**config.mk**
```make
export PLATFORM = sky130hd
export DESIGN_NAME = load_store_unit_flat
export DESIGN_NICKNAME = d
export VERILOG_FILES = /design/src/rtl/lsu_pkg.sv /design/src/rtl/lsu_mem_if.sv /design/src/rtl/load_formatter.sv /design/src/rtl/load_store_unit.sv /design/src/flat_wrapper.sv
export SDC_FILE = /design/constraint.sdc
export NUM_CORES = 1
export LEC_CHECK = 0
export BUFFER_PORTS_ARGS = -buffer_cell sky130_fd_sc_hd__buf_4
export CAP_MARGIN = 40
export CORE_ASPECT_RATIO = 0.5
export CORE_UTILIZATION = 44
export CTS_CLUSTER_DIAMETER = 100
export DETAILED_ROUTE_END_ITERATION = 16
export PLACE_DENSITY = 0.78
export SETUP_SLACK_MARGIN = 0.3
export SYNTH_ARGS = -nofsm -noshare
export SYNTH_HDL_FRONTEND = slang
export SYNTH_SLANG_ARGS = --single-unit
```
**constraint.sdc**
```tcl
create_clock -name clock -period 1.7 [get_ports clock]
set_input_delay 0.34 -clock clock [delete_from_list [all_inputs] [get_ports clock]]
set_output_delay 0.34 -clock clock [all_outputs]
set_load 0.03 [all_outputs]
```
**src/rtl/lsu_pkg.sv**
```systemverilog
// Shared types and constants for the load/store unit.
package lsu_pkg;

  localparam int unsigned DATA_WIDTH = 32;
  localparam int unsigned STRB_WIDTH = DATA_WIDTH / 8;

  // Width codes carried from execute on rd_wr_mem.
  typedef enum logic [2:0] {
    LS_B  = 3'b000,
    LS_H  = 3'b001,
    LS_W  = 3'b010,
    LS_BU = 3'b100,
    LS_HU = 3'b101
  } width_e;

  typedef enum logic [1:0] {
    IDLE,
    BUSY,
    RESP
  } state_e;

  localparam logic [1:0] FC_MISALIGN = 2'b01;
  localparam logic [1:0] FC_WIDTH    = 2'b10;
  localparam logic [1:0] FC_TIMEOUT  = 2'b11;

  // Write-side payload presented on the memory bus.
  typedef struct packed {
    logic [DATA_WIDTH-1:0] wdata;
    logic [STRB_WIDTH-1:0] wstrb;
  } store_lanes_t;

  // Replicate store data across byte lanes and select the enabled lanes.
  function automatic store_lanes_t pack_store(input logic [2:0] width,
                                              input logic [1:0] offset,
                                              input logic [DATA_WIDTH-1:0] data);
    store_lanes_t s;
    s.wdata = data;
    s.wstrb = 4'b1111;
    case (width)
      LS_B: begin
        s.wdata = {4{data[7:0]}};
        s.wstrb = 4'b0001 << offset;
      end
      LS_H: begin
        s.wdata = {2{data[15:0]}};
        s.wstrb = 4'b0011 << offset;
      end
      default: ;
    endcase
    return s;
  endfunction

endpackage

```
**src/rtl/lsu_mem_if.sv**
```systemverilog
// Request/acknowledge bus between the load/store unit and word-organised data memory.
interface lsu_mem_if #(
  parameter int unsigned ADDR_WIDTH = 32
);
  logic                  mem_req;
  logic                  mem_we;
  logic [ADDR_WIDTH-1:0] mem_addr;
  logic [31:0]           mem_wdata;
  logic [3:0]            mem_wstrb;
  logic                  mem_ack;
  logic [31:0]           mem_rdata;

  modport master (
    output mem_req, mem_we, mem_addr, mem_wdata, mem_wstrb,
    input  mem_ack, mem_rdata
  );

  modport slave (
    input  mem_req, mem_we, mem_addr, mem_wdata, mem_wstrb,
    output mem_ack, mem_rdata
  );
endinterface

```
**src/rtl/load_formatter.sv**
```systemverilog
// Selects the addressed byte/half of a read word and sign- or zero-extends it.
module load_formatter
  import lsu_pkg::*;
(
  input  logic [31:0] rdata,
  input  logic [1:0]  offset,
  input  logic [2:0]  width,
  output logic [31:0] data
);

  logic [7:0]  byte_sel;
  logic [15:0] half_sel;

  // Lane selection equals rdata >> 8*offset for the bits that matter.
  always_comb begin
    byte_sel = rdata[7:0];
    case (offset)
      2'd1:    byte_sel = rdata[15:8];
      2'd2:    byte_sel = rdata[23:16];
      2'd3:    byte_sel = rdata[31:24];
      default: byte_sel = rdata[7:0];
    endcase
    half_sel = offset[1] ? rdata[31:16] : rdata[15:0];
  end

  // Extension by width code; illegal codes never reach here but read as zero.
  always_comb begin
    data = '0;
    case (width)
      LS_B:    data = {{24{byte_sel[7]}}, byte_sel};
      LS_H:    data = {{16{half_sel[15]}}, half_sel};
      LS_W:    data = rdata;
      LS_BU:   data = {24'b0, byte_sel};
      LS_HU:   data = {16'b0, half_sel};
      default: data = '0;
    endcase
  end

endmodule

```
**src/rtl/load_store_unit.sv**
```systemverilog
// Memory stage: issues one request/ack transaction per op, stalls upstream, formats loads.
module load_store_unit
  import lsu_pkg::*;
#(
  parameter int unsigned TIMEOUT_CYCLES = 16,
  parameter int unsigned ADDR_WIDTH     = 32
) (
  input  logic                  clock,
  input  logic                  reset,
  input  logic                  op_valid,
  input  logic                  mem_wr_execute,
  input  logic [2:0]            rd_wr_mem_execute,
  input  logic [ADDR_WIDTH-1:0] addr_execute,
  input  logic [31:0]           wdata_execute,
  input  logic [4:0]            waddr_execute,
  output logic                  stall,
  lsu_mem_if.master             mem,
  output logic                  load_valid,
  output logic [31:0]           load_data,
  output logic [4:0]            load_waddr,
  output logic                  fault,
  output logic [1:0]            fault_code
);

  localparam int unsigned CNT_W = $clog2(TIMEOUT_CYCLES + 1);

  state_e             state;
  logic [CNT_W-1:0]   cnt;
  logic [1:0]         offset_q;
  logic [2:0]         width_q;
  logic [4:0]         waddr_q;
  logic               width_ok;
  logic               misaligned;
  logic               accept;
  logic [31:0]        fmt_data;
  store_lanes_t       lanes;

  // Legality of the op presented by execute; width errors outrank alignment.
  always_comb begin
    width_ok   = 1'b0;
    misaligned = 1'b0;
    case (rd_wr_mem_execute)
      LS_B, LS_H, LS_W: width_ok = 1'b1;
      LS_BU, LS_HU:     width_ok = !mem_wr_execute;
      default:          width_ok = 1'b0;
    endcase
    case (rd_wr_mem_execute)
      LS_H, LS_HU: misaligned = addr_execute[0];
      LS_W:        misaligned = |addr_execute[1:0];
      default:     misaligned = 1'b0;
    endcase
    lanes  = pack_store(rd_wr_mem_execute, addr_execute[1:0], wdata_execute);
    accept = (state == IDLE) && op_valid && width_ok && !misaligned;
    stall  = accept || (state == BUSY);
  end

  load_formatter u_fmt (
    .rdata  (mem.mem_rdata),
    .offset (offset_q),
    .width  (width_q),
    .data   (fmt_data)
  );

  // Transaction FSM with registered bus and writeback outputs.
  always_ff @(posedge clock) begin
    if (reset) begin
      state         <= IDLE;
      cnt           <= '0;
      offset_q      <= '0;
      width_q       <= '0;
      waddr_q       <= '0;
      mem.mem_req   <= 1'b0;
      mem.mem_we    <= 1'b0;
      mem.mem_addr  <= '0;
      mem.mem_wdata <= '0;
      mem.mem_wstrb <= '0;
      load_valid    <= 1'b0;
      load_data     <= '0;
      load_waddr    <= '0;
      fault         <= 1'b0;
      fault_code    <= '0;
    end else begin
      fault      <= 1'b0;
      load_valid <= 1'b0;
      case (state)
        IDLE: begin
          if (accept) begin
            state         <= BUSY;
            cnt           <= '0;
            offset_q      <= addr_execute[1:0];
            width_q       <= rd_wr_mem_execute;
            waddr_q       <= waddr_execute;
            mem.mem_req   <= 1'b1;
            mem.mem_we    <= mem_wr_execute;
            mem.mem_addr  <= {addr_execute[ADDR_WIDTH-1:2], 2'b00};
            mem.mem_wdata <= mem_wr_execute ? lanes.wdata : 32'h0;
            mem.mem_wstrb <= mem_wr_execute ? lanes.wstrb : 4'b0000;
          end else if (op_valid) begin
            fault      <= 1'b1;
            fault_code <= width_ok ? FC_MISALIGN : FC_WIDTH;
          end
        end
        BUSY: begin
          if (mem.mem_ack) begin
            mem.mem_req <= 1'b0;
            cnt         <= '0;
            if (!mem.mem_we) begin
              load_data  <= fmt_data;
              load_waddr <= waddr_q;
              load_valid <= 1'b1;
              state      <= RESP;
            end else begin
              state <= IDLE;
            end
          end else if (cnt == CNT_W'(TIMEOUT_CYCLES - 1)) begin
            mem.mem_req <= 1'b0;
            cnt         <= '0;
            fault       <= 1'b1;
            fault_code  <= FC_TIMEOUT;
            state       <= IDLE;
          end else begin
            cnt <= cnt + CNT_W'(1);
          end
        end
        RESP:    state <= IDLE;
        default: state <= IDLE;
      endcase
    end
  end

endmodule

```
**src/flat_wrapper.sv**
```systemverilog
// flat-port wrapper written by rule: the top's interface ports become plain ports
module load_store_unit_flat import lsu_pkg::*;
#(
  parameter int unsigned TIMEOUT_CYCLES = 16,
  parameter int unsigned ADDR_WIDTH     = 32
)
  (clock, reset, op_valid, mem_wr_execute, rd_wr_mem_execute, addr_execute, wdata_execute, waddr_execute, stall, load_valid, load_data, load_waddr, fault, fault_code, mem_mem_req, mem_mem_we, mem_mem_addr, mem_mem_wdata, mem_mem_wstrb, mem_mem_ack, mem_mem_rdata);
  lsu_mem_if #(.ADDR_WIDTH(ADDR_WIDTH)) mem_i ();
  input  logic clock;
  input  logic reset;
  input  logic op_valid;
  input  logic mem_wr_execute;
  input  logic [2:0] rd_wr_mem_execute;
  input  logic [ADDR_WIDTH-1:0] addr_execute;
  input  logic [31:0] wdata_execute;
  input  logic [4:0] waddr_execute;
  output logic stall;
  output logic load_valid;
  output logic [31:0] load_data;
  output logic [4:0] load_waddr;
  output logic fault;
  output logic [1:0] fault_code;
  output wire logic [$bits(mem_i.mem_req)-1:0] mem_mem_req;
  output wire logic [$bits(mem_i.mem_we)-1:0] mem_mem_we;
  output wire logic [$bits(mem_i.mem_addr)-1:0] mem_mem_addr;
  output wire logic [$bits(mem_i.mem_wdata)-1:0] mem_mem_wdata;
  output wire logic [$bits(mem_i.mem_wstrb)-1:0] mem_mem_wstrb;
  input wire logic [$bits(mem_i.mem_ack)-1:0] mem_mem_ack;
  input wire logic [$bits(mem_i.mem_rdata)-1:0] mem_mem_rdata;
  assign mem_mem_req = mem_i.mem_req;
  assign mem_mem_we = mem_i.mem_we;
  assign mem_mem_addr = mem_i.mem_addr;
  assign mem_mem_wdata = mem_i.mem_wdata;
  assign mem_mem_wstrb = mem_i.mem_wstrb;
  assign mem_i.mem_ack = mem_mem_ack;
  assign mem_i.mem_rdata = mem_mem_rdata;
  load_store_unit #(.TIMEOUT_CYCLES(TIMEOUT_CYCLES), .ADDR_WIDTH(ADDR_WIDTH)) u_core (.clock(clock), .reset(reset), .op_valid(op_valid), .mem_wr_execute(mem_wr_execute), .rd_wr_mem_execute(rd_wr_mem_execute), .addr_execute(addr_execute), .wdata_execute(wdata_execute), .waddr_execute(waddr_execute), .stall(stall), .mem(mem_i), .load_valid(load_valid), .load_data(load_data), .load_waddr(load_waddr), .fault(fault), .fault_code(fault_code));
endmodule
```
==> results of run 1 <==
[flip-flops by register name, summed over array words and instances (netlist names), 2 cells and up]
register and cells:
u_core.load_data 32, u_core.mem.mem_wdata 32, u_core.mem.mem_addr 30, u_core.cnt 5, u_core.load_waddr 5, u_core.waddr_q 5
u_core.mem.mem_wstrb 4, u_core.width_q 3, u_core.fault_code 2, u_core.offset_q 2, u_core.state 2
[logic make-up (layout without fill, tap and decap cells)]
family / Yosys count / in the layout / share of synthesized area
AO/OA/AOI/OAI: 253 / 253 / 0.2836
AND/OR/NAND/NOR: 135 / 135 / 0.1310
flip-flops: 126 / 126 / 0.4484
buffers and inverters: 70 / 338 / 0.05939
multiplexers: 40 / 40 / 0.07473
adder cells (fa/ha/maj): 1 / 1 / 0.002224
other: 1 / 2 / 0.0006666
[layout by cell type, fill, tap and decap left out, drive strengths merged, types with 2 or more instances in the layout]
cell	count
a211oi	3
a21oi	89
a221o	16
a22oi	8
a31o	2
a32o	8
buf	294
bufinv	4
clkbuf	31
clkinv	3
conb	2
dfxtp	126
inv	6
mux2	16
mux2i	24
nand2	28
nand2b	9
nand3	42
nand4	19
nor2	12
nor2b	2
nor3	7
o211ai	2
o21a	2
o21ai	84
o22ai	13
o2bb2ai	16
o31ai	2
or2	2
or3b	5
or4	2
[what timing repair did]
action / in CTS / in global routing
pin swaps: 15 / 20
cloned: 0 / 8
endpoints found under the setup margin: 125 / 125
gates resized for setup: 70 / 124
buffers inserted: 11 / 11
[worst max-delay path, stage by stage, from the launching register on]
cell and delay (ns):
sky130_fd_sc_hd__dfxtp_2 0.32, sky130_fd_sc_hd__buf_6 0.13, sky130_fd_sc_hd__nor3b_4 0.24, sky130_fd_sc_hd__buf_4 0.16, sky130_fd_sc_hd__o221ai_4 0.10, sky130_fd_sc_hd__o21ai_4 0.16
sky130_fd_sc_hd__buf_6 0.16
[synth_stat cells (8+ instances only)]
master,count,share of area
sky130_fd_sc_hd__a22oi_1,8,0.011
sky130_fd_sc_hd__nand3_1,42,0.037
sky130_fd_sc_hd__buf_2,8,0.0071
sky130_fd_sc_hd__o2bb2ai_1,16,0.025
sky130_fd_sc_hd__a221o_1,16,0.028
sky130_fd_sc_hd__clkbuf_1,37,0.025
sky130_fd_sc_hd__a32o_1,8,0.014
sky130_fd_sc_hd__nor2_1,11,0.0073
sky130_fd_sc_hd__nand2_1,28,0.019
sky130_fd_sc_hd__mux2i_1,24,0.043
sky130_fd_sc_hd__mux2_2,16,0.032
sky130_fd_sc_hd__nand4_1,19,0.021
sky130_fd_sc_hd__dfxtp_1,126,0.45
sky130_fd_sc_hd__a21oi_1,87,0.077
sky130_fd_sc_hd__nand2b_1,9,0.010
sky130_fd_sc_hd__o22ai_1,13,0.014
sky130_fd_sc_hd__o21ai_0,82,0.073
[how the worst max path moves through the flow]
stage / depth (start not counted) / start / slack (ns) / end
final: 6 / u_core.state[1] / -0.33 / stall
after global routing: 6 / u_core.state[1] / -0.37 / stall
after CTS: 6 / u_core.state[0] / -0.31 / stall
after detailed placement: 6 / rd_wr_mem_execute[0] / -0.11 / u_core.fault_code[0]
after global placement: 5 / mem_mem_ack / -0.26 / u_core.load_data[1]
after floorplan: 7 / rd_wr_mem_execute[0] / -0.06 / u_core.mem.mem_wdata[13]
[through the flow]
step                cells  setup slack, ns  setup TNS (ns)  utilization  cell area [um^2]
finish               1060          -0.3266          -7.904       0.7779              9429
global placement      998          -0.2623          -8.331       0.6390              7746
detailed placement    999          -0.1110          -5.672       0.6397              7754
global route         1060          -0.3727          -12.06       0.7779              9429
floorplan             627         -0.05725         -0.9253            -              5858
CTS                  1041          -0.3150         -0.7594       0.7106              8613
[layer usage]
metal  track usage  up-vias
met5             0        -
met4        0.1047        0
met3       0.07424       58
met2        0.4725      334
met1        0.3316     3117
li1              -     2873
[power by group through the flow]
| stage | combinational, mW | clock [mW] | sequential [mW] |
|---|---|---|---|
| 6_report | 1.82 | 3.86 | 3.16 |
| 5_1_grt | 1.89 | 4.01 | 3.17 |
| 4_1_cts | 1.50 | 3.84 | 3.14 |
| 3_5_place_dp | 1.42 | 0 | 3.20 |
| 3_3_place_gp | 1.40 | 0 | 3.20 |
| 2_1_floorplan | 0.647 | 0 | 3.39 |
[cell type report]
class,instances,area (um^2),area share
Tap cell,165,206.4,0.02189
Multi-Input combinational cell,431,3462,0.3672
Timing Repair Buffer,301,2600,0.2757
Sequential cell,126,2531,0.2684
Clock buffer,24,471.7,0.05003
Clock inverter,7,135.1,0.01433
Inverter,6,22.52,0.002389
==> flow_metrics.env, run 1 <==
export IMPL_wirelength_um=21940
export IMPL_route_met3_wl_um=1735
export IMPL_syn2layout_area_growth_pct=67.62
export IMPL_synth_edf_count=0
export IMPL_grt_overflow_total=0
export IMPL_worst_ep_arrival_time_ns=1.69
export IMPL_worst_setup_hold_path_clk_slew_ns=0.06
export IMPL_status="finished, violations left"
export IMPL_clock_power_share=0.437
export IMPL_cts_tree="built"
export IMPL_num_nets_final=993
export IMPL_gp_congestion=0.8595
export IMPL_hold_path_startpoint="mem_mem_rdata[29]"
export IMPL_max_cap_violations=0
export IMPL_swShare=0.2771
export IMPL_crit_path_end_kind="primary output"
export IMPL_netlist_area_um2=5625
export IMPL_slew_headroom=0.6336
export IMPL_cts_buffer_depth=2
export IMPL_synth_cells=626
export IMPL_p_leak_nw=3.838
export IMPL_netSwitchingPower_mw=2.450
export IMPL_hold_viol_final=0
export IMPL_finalSetupViolations=95
export IMPL_grt_antenna_before_repair=0
export IMPL_yosysUniqueCellTypes=57
export IMPL_fp_dieArea_um2=13270
export IMPL_synth_flop_cell="sky130_fd_sc_hd__dfxtp_1"
export IMPL_timing_reg2reg_worst_path_depth=8
export IMPL_drt_first_iter_violations=639
export IMPL_rr_startpoint="u_core.state[1]"
export IMPL_core_area_um2=12120
export IMPL_buffer_ports_inserted=218
export IMPL_comb_power_share=0.206
export IMPL_cp_max_fo=4
export IMPL_final_period_minus_worst_setup_slack_ns=2.027
export IMPL_first_global_vias=5642
export IMPL_wirelength_met1_um=8802
export IMPL_n_antenna_cell=0
export IMPL_layout_drive_gt1_share=0.5330
export IMPL_p_int_mw=6.393
export IMPL_timing_final_max_slew_violations=0
export IMPL_final_critical_path_share_of_the_clock_period=1.192
export IMPL_worst_slew_pin_slew_ns=0.5496
export IMPL_synth_ff_latch_count=126
export IMPL_detail_route_drc_violations=0
export IMPL_antenna_violating_nets_post_route=0
export IMPL_grt_max_degree=34
export IMPL_async_reset_ff_frac=0
export IMPL_die_h_um=81.96
export IMPL_critPathKind="reg -> out"
export IMPL_drt_pass1_iterations=5
export IMPL_wl_met2_um=10750
export IMPL_grt_first_pass_wirelength_um=28520
export IMPL_timing_critical_path_required_ns=1.36
export IMPL_via_count=6382
export IMPL_layout_filler_cells=729
export IMPL_starting_density_of_the_core=0.4641
export IMPL_ioPinCount=221
export IMPL_rsz_0062_raised_after_global_routing="true"
export IMPL_ir_worst_vdd_v=0.0005405
export IMPL_htree_levels=4
export IMPL_min_delay_path_class="in -> reg"
export IMPL_timing_hold_ws_ns=0.1630
export IMPL_post_drt_wl_per_cell_um=20.70
export IMPL_worstSetupStartpointType="flop"
export IMPL_design_power_total_mw=8.843
export IMPL_clock_latency_on_the_worst_skew_pair_ns=0.41
export IMPL_cts_root_buffer_cell="sky130_fd_sc_hd__clkbuf_16"
export IMPL_failed_checks="setup timing"
export IMPL_setup_slack_ns=-0.3266
export IMPL_place_detailed_hpwl_um=12760
export IMPL_sequential_share_of_power=0.358
export IMPL_cts_made_buffers=17
export IMPL_p_per_area_nw_per_um2=937.9
export IMPL_synth_sequential_area_ratio=0.4484
export IMPL_maxClockFrequency_ghz=0.4934
export IMPL_hold_path_depth=2
export IMPL_reg2reg_to="u_core.mem.mem_wstrb[0]"
export IMPL_total_global_route_track_usage=0.2742
export IMPL_vias_per_cell=6.021
export IMPL_synthesis_warning_total=0
export IMPL_die_width_um=161.9
export IMPL_top_layer_used="met4"
export IMPL_fin_worst_skew_ns=0.008990
export IMPL_hold_buffers=0
export IMPL_r2r_setup_slack_ns=-0.25
export IMPL_clock_sink_count=126
export IMPL_std_cell_rows=28
export IMPL_mapped_avg_cell_area_um2=8.986
export IMPL_worstHoldEndpoint="u_core.load_data[29]"
No activity file was read; power rests on OpenSTA's default activity.
==> run 2, diff against run 1 <==
Settings changed: SETUP_SLACK_MARGIN 0.3 to 0.2.
==> run 2 against run 1 <==
  * The run still ends with setup timing left
  * Core utilization is 1.2 points higher
  * Final area is 1.6% higher
  * Flip-flop and latch count did not move
  * Sequential share of layout area fell by 0.37 points
  * First-iteration DRC count decreased by 0.16%
  * Critical path type is now reg -> reg
  * Critical endpoint is now u_core.mem.mem_addr[12]
  * Largest cell class unchanged
  * Largest power group unchanged
==> flow_metrics.env, run 2 (synthesized netlist as in run 1, its figures left out) <==
export IMPL_ir_worst_vdd_v=0.0005179
export IMPL_maxClockFrequency_ghz=0.4934
export IMPL_detail_route_drc_violations=0
export IMPL_n_antenna_cell=0
export IMPL_htree_levels=4
export IMPL_layout_commonest_cell="sky130_fd_sc_hd__buf_4"
export IMPL_cts_root_buffer_cell="sky130_fd_sc_hd__clkbuf_16"
export IMPL_worstSetupStartpointType="flop"
export IMPL_p_leak_nw=3.768
export IMPL_crit_path_end_kind="flop"
export IMPL_post_drt_wl_per_cell_um=22.20
export IMPL_finalSetupTns_ns=-15.72
export IMPL_syn2layout_area_growth_pct=70.31
export IMPL_reg2reg_to="u_core.mem.mem_addr[12]"
export IMPL_sequential_share_of_power=0.367
export IMPL_hold_viol_final=0
export IMPL_min_delay_path_class="in -> reg"
export IMPL_worst_slew_pin_slew_ns=0.8575
export IMPL_die_width_um=161.9
export IMPL_starting_density_of_the_core=0.4641
export IMPL_ioPinCount=221
export IMPL_worstHoldEndpoint="u_core.load_data[25]"
export IMPL_final_critical_path_share_of_the_clock_period=1.192
export IMPL_setup_slack_ns=-0.3269
export IMPL_die_h_um=81.96
export IMPL_clock_sink_count=126
export IMPL_failed_checks="setup timing"
export IMPL_netSwitchingPower_mw=2.515
export IMPL_num_nets_final=993
export IMPL_hold_path_startpoint="mem_mem_rdata[25]"
export IMPL_swShare=0.2926
export IMPL_grt_antenna_before_repair=0
export IMPL_max_cap_violations=0
export IMPL_status="finished, violations left"
export IMPL_grt_first_pass_wirelength_um=28950
export IMPL_r2r_setup_slack_ns=-0.33
export IMPL_timing_reg2reg_worst_path_depth=11
export IMPL_layout_top_registers="u_core.load_data x32, u_core.mem.mem_wdata x32, u_core.mem.mem_addr x30"
export IMPL_hold_path_depth=2
export IMPL_cts_buffer_depth=2
export IMPL_finalSetupViolations=88
export IMPL_sequential_area_um2=2536
export IMPL_total_global_route_track_usage=0.2811
export IMPL_final_period_minus_worst_setup_slack_ns=2.027
export IMPL_slew_headroom=0.4283
export IMPL_worst_setup_hold_path_clk_slew_ns=0.06
export IMPL_p_int_mw=6.078
export IMPL_grt_overflow_total=0
export IMPL_timing_critical_path_required_ns=2.03
export IMPL_via_count=6532
export IMPL_critPathKind="reg -> reg"
export IMPL_rsz_0062_raised_after_global_routing="true"
export IMPL_drt_pass1_iterations=5
export IMPL_layout_drive_gt1_share=0.5738
export IMPL_fin_worst_skew_ns=0.007250
export IMPL_wirelength_um=23510
export IMPL_worst_ep_arrival_time_ns=2.35
export IMPL_vias_per_cell=6.168
export IMPL_final_cell_mix="sky130_fd_sc_hd__buf_4 (257), sky130_fd_sc_hd__dfxtp_1 (119), sky130_fd_sc_hd__o21ai_0 (67)"
export IMPL_cts_made_buffers=17
export IMPL_p_per_area_nw_per_um2=896.9
export IMPL_cts_tree="built"
export IMPL_std_cell_rows=28
export IMPL_grt_max_degree=56
export IMPL_antenna_violating_nets_post_route=0
export IMPL_drt_first_iter_violations=638
export IMPL_clock_latency_on_the_worst_skew_pair_ns=0.42
export IMPL_core_area_um2=12120
export IMPL_place_detailed_hpwl_um=12590
export IMPL_multiInputGateArea_um2=3657
export IMPL_design_power_total_mw=8.593
export IMPL_fp_dieArea_um2=13270
export IMPL_rr_startpoint="u_core.state[0]"
export IMPL_buffer_ports_inserted=218
export IMPL_gp_congestion=0.8626
export IMPL_comb_power_share=0.224
export IMPL_clock_power_share=0.409
export IMPL_layout_filler_cells=705
export IMPL_first_global_vias=5695
export IMPL_cp_max_fo=8
export IMPL_timing_final_max_slew_violations=0
run 2: cell types whose count changed in the layout (fill, tap and decap cells not counted), sizes merged:
| cell | previous run | this run |
|---|---|---|
| clkbuf | 31 | 28 |
| bufinv | 4 | 2 |
| clkinv | 3 | 5 |
| buf | 294 | 295 |
| clkinvlp | 0 | 1 |
run 2: cell type report:
type,instances,area share
flip-flops and latches,126,0.2647
clock inverters,8,0.009664
inverters,6,0.002351
well taps,165,0.02155
multi-input cells,431,0.3817
repair buffers,301,0.2726
clock buffers,22,0.04741
run 2: power by group through the flow:
stage	Clock, mW	Sequential [mW]	Combinational (mW)
2_1_floorplan	0	3.39	0.596
3_3_place_gp	0	3.20	1.38
3_5_place_dp	0	3.20	1.40
4_1_cts	3.48	3.14	1.48
5_1_grt	3.65	3.16	2.00
6_report	3.51	3.15	1.93
run 2: critical path, stage by stage, from the launching register on:
cell,delay [ns]
sky130_fd_sc_hd__dfxtp_2,0.34
sky130_fd_sc_hd__buf_6,0.12
sky130_fd_sc_hd__nor3b_2,0.17
sky130_fd_sc_hd__buf_4,0.16
sky130_fd_sc_hd__buf_4,0.11
sky130_fd_sc_hd__buf_6,0.09
sky130_fd_sc_hd__o221a_4,0.24
sky130_fd_sc_hd__buf_6,0.13
sky130_fd_sc_hd__buf_6,0.12
sky130_fd_sc_hd__clkbuf_16,0.18
sky130_fd_sc_hd__nand3_2,0.08
sky130_fd_sc_hd__a21oi_1,0.21
run 2: metal layers:
metal,up-vias,part of all wire,GRT usage
li1,2868,-,-
met1,3118,0.39,0.3364
met2,442,0.48,0.4815
met3,104,0.088,0.07273
met4,0,0.041,0.1311
met5,-,0,0
run 2: worst max path at each step:
| stage | startpoint | endpoint | slack (ns) | cells after the start |
|---|---|---|---|---|
| 2_1_floorplan | rd_wr_mem_execute[0] | u_core.mem.mem_wdata[13] | -0.04 | 7 |
| 3_3_place_gp | mem_mem_ack | u_core.load_data[18] | -0.21 | 5 |
| 3_5_place_dp | rd_wr_mem_execute[0] | u_core.waddr_q[2] | -0.11 | 6 |
| 4_1_cts | u_core.state[0] | stall | -0.24 | 6 |
| 5_1_grt | u_core.state[0] | u_core.mem.mem_addr[12] | -0.37 | 11 |
| 6_report | u_core.state[0] | u_core.mem.mem_addr[12] | -0.33 | 11 |
run 2: metrics by stage:
stage                     std cells  worst slack [ns]  cell area [um^2]    util  hold WS, ns
after global placement          991           -0.2105              7674  0.6331       0.4359
after CTS                      1038           -0.2421              8527  0.7034       0.1505
after floorplan                 627          -0.03914              5746       -       0.4229
after global routing           1059           -0.3661              9580  0.7904       0.1459
final                          1059           -0.3269              9580  0.7904       0.1569
after detailed placement        992           -0.1092              7681  0.6337       0.4411
run 2: repair_timing:
item / 4_1_cts / 5_1_grt
buffers inserted: 16 / 13
resized for setup: 52 / 168
endpoints found under the hold margin: 0 / 0
pin swaps: 12 / 91
gates cloned: 0 / 8
hold buffers: 0 / 0
endpoints found under the setup margin: 119 / 124
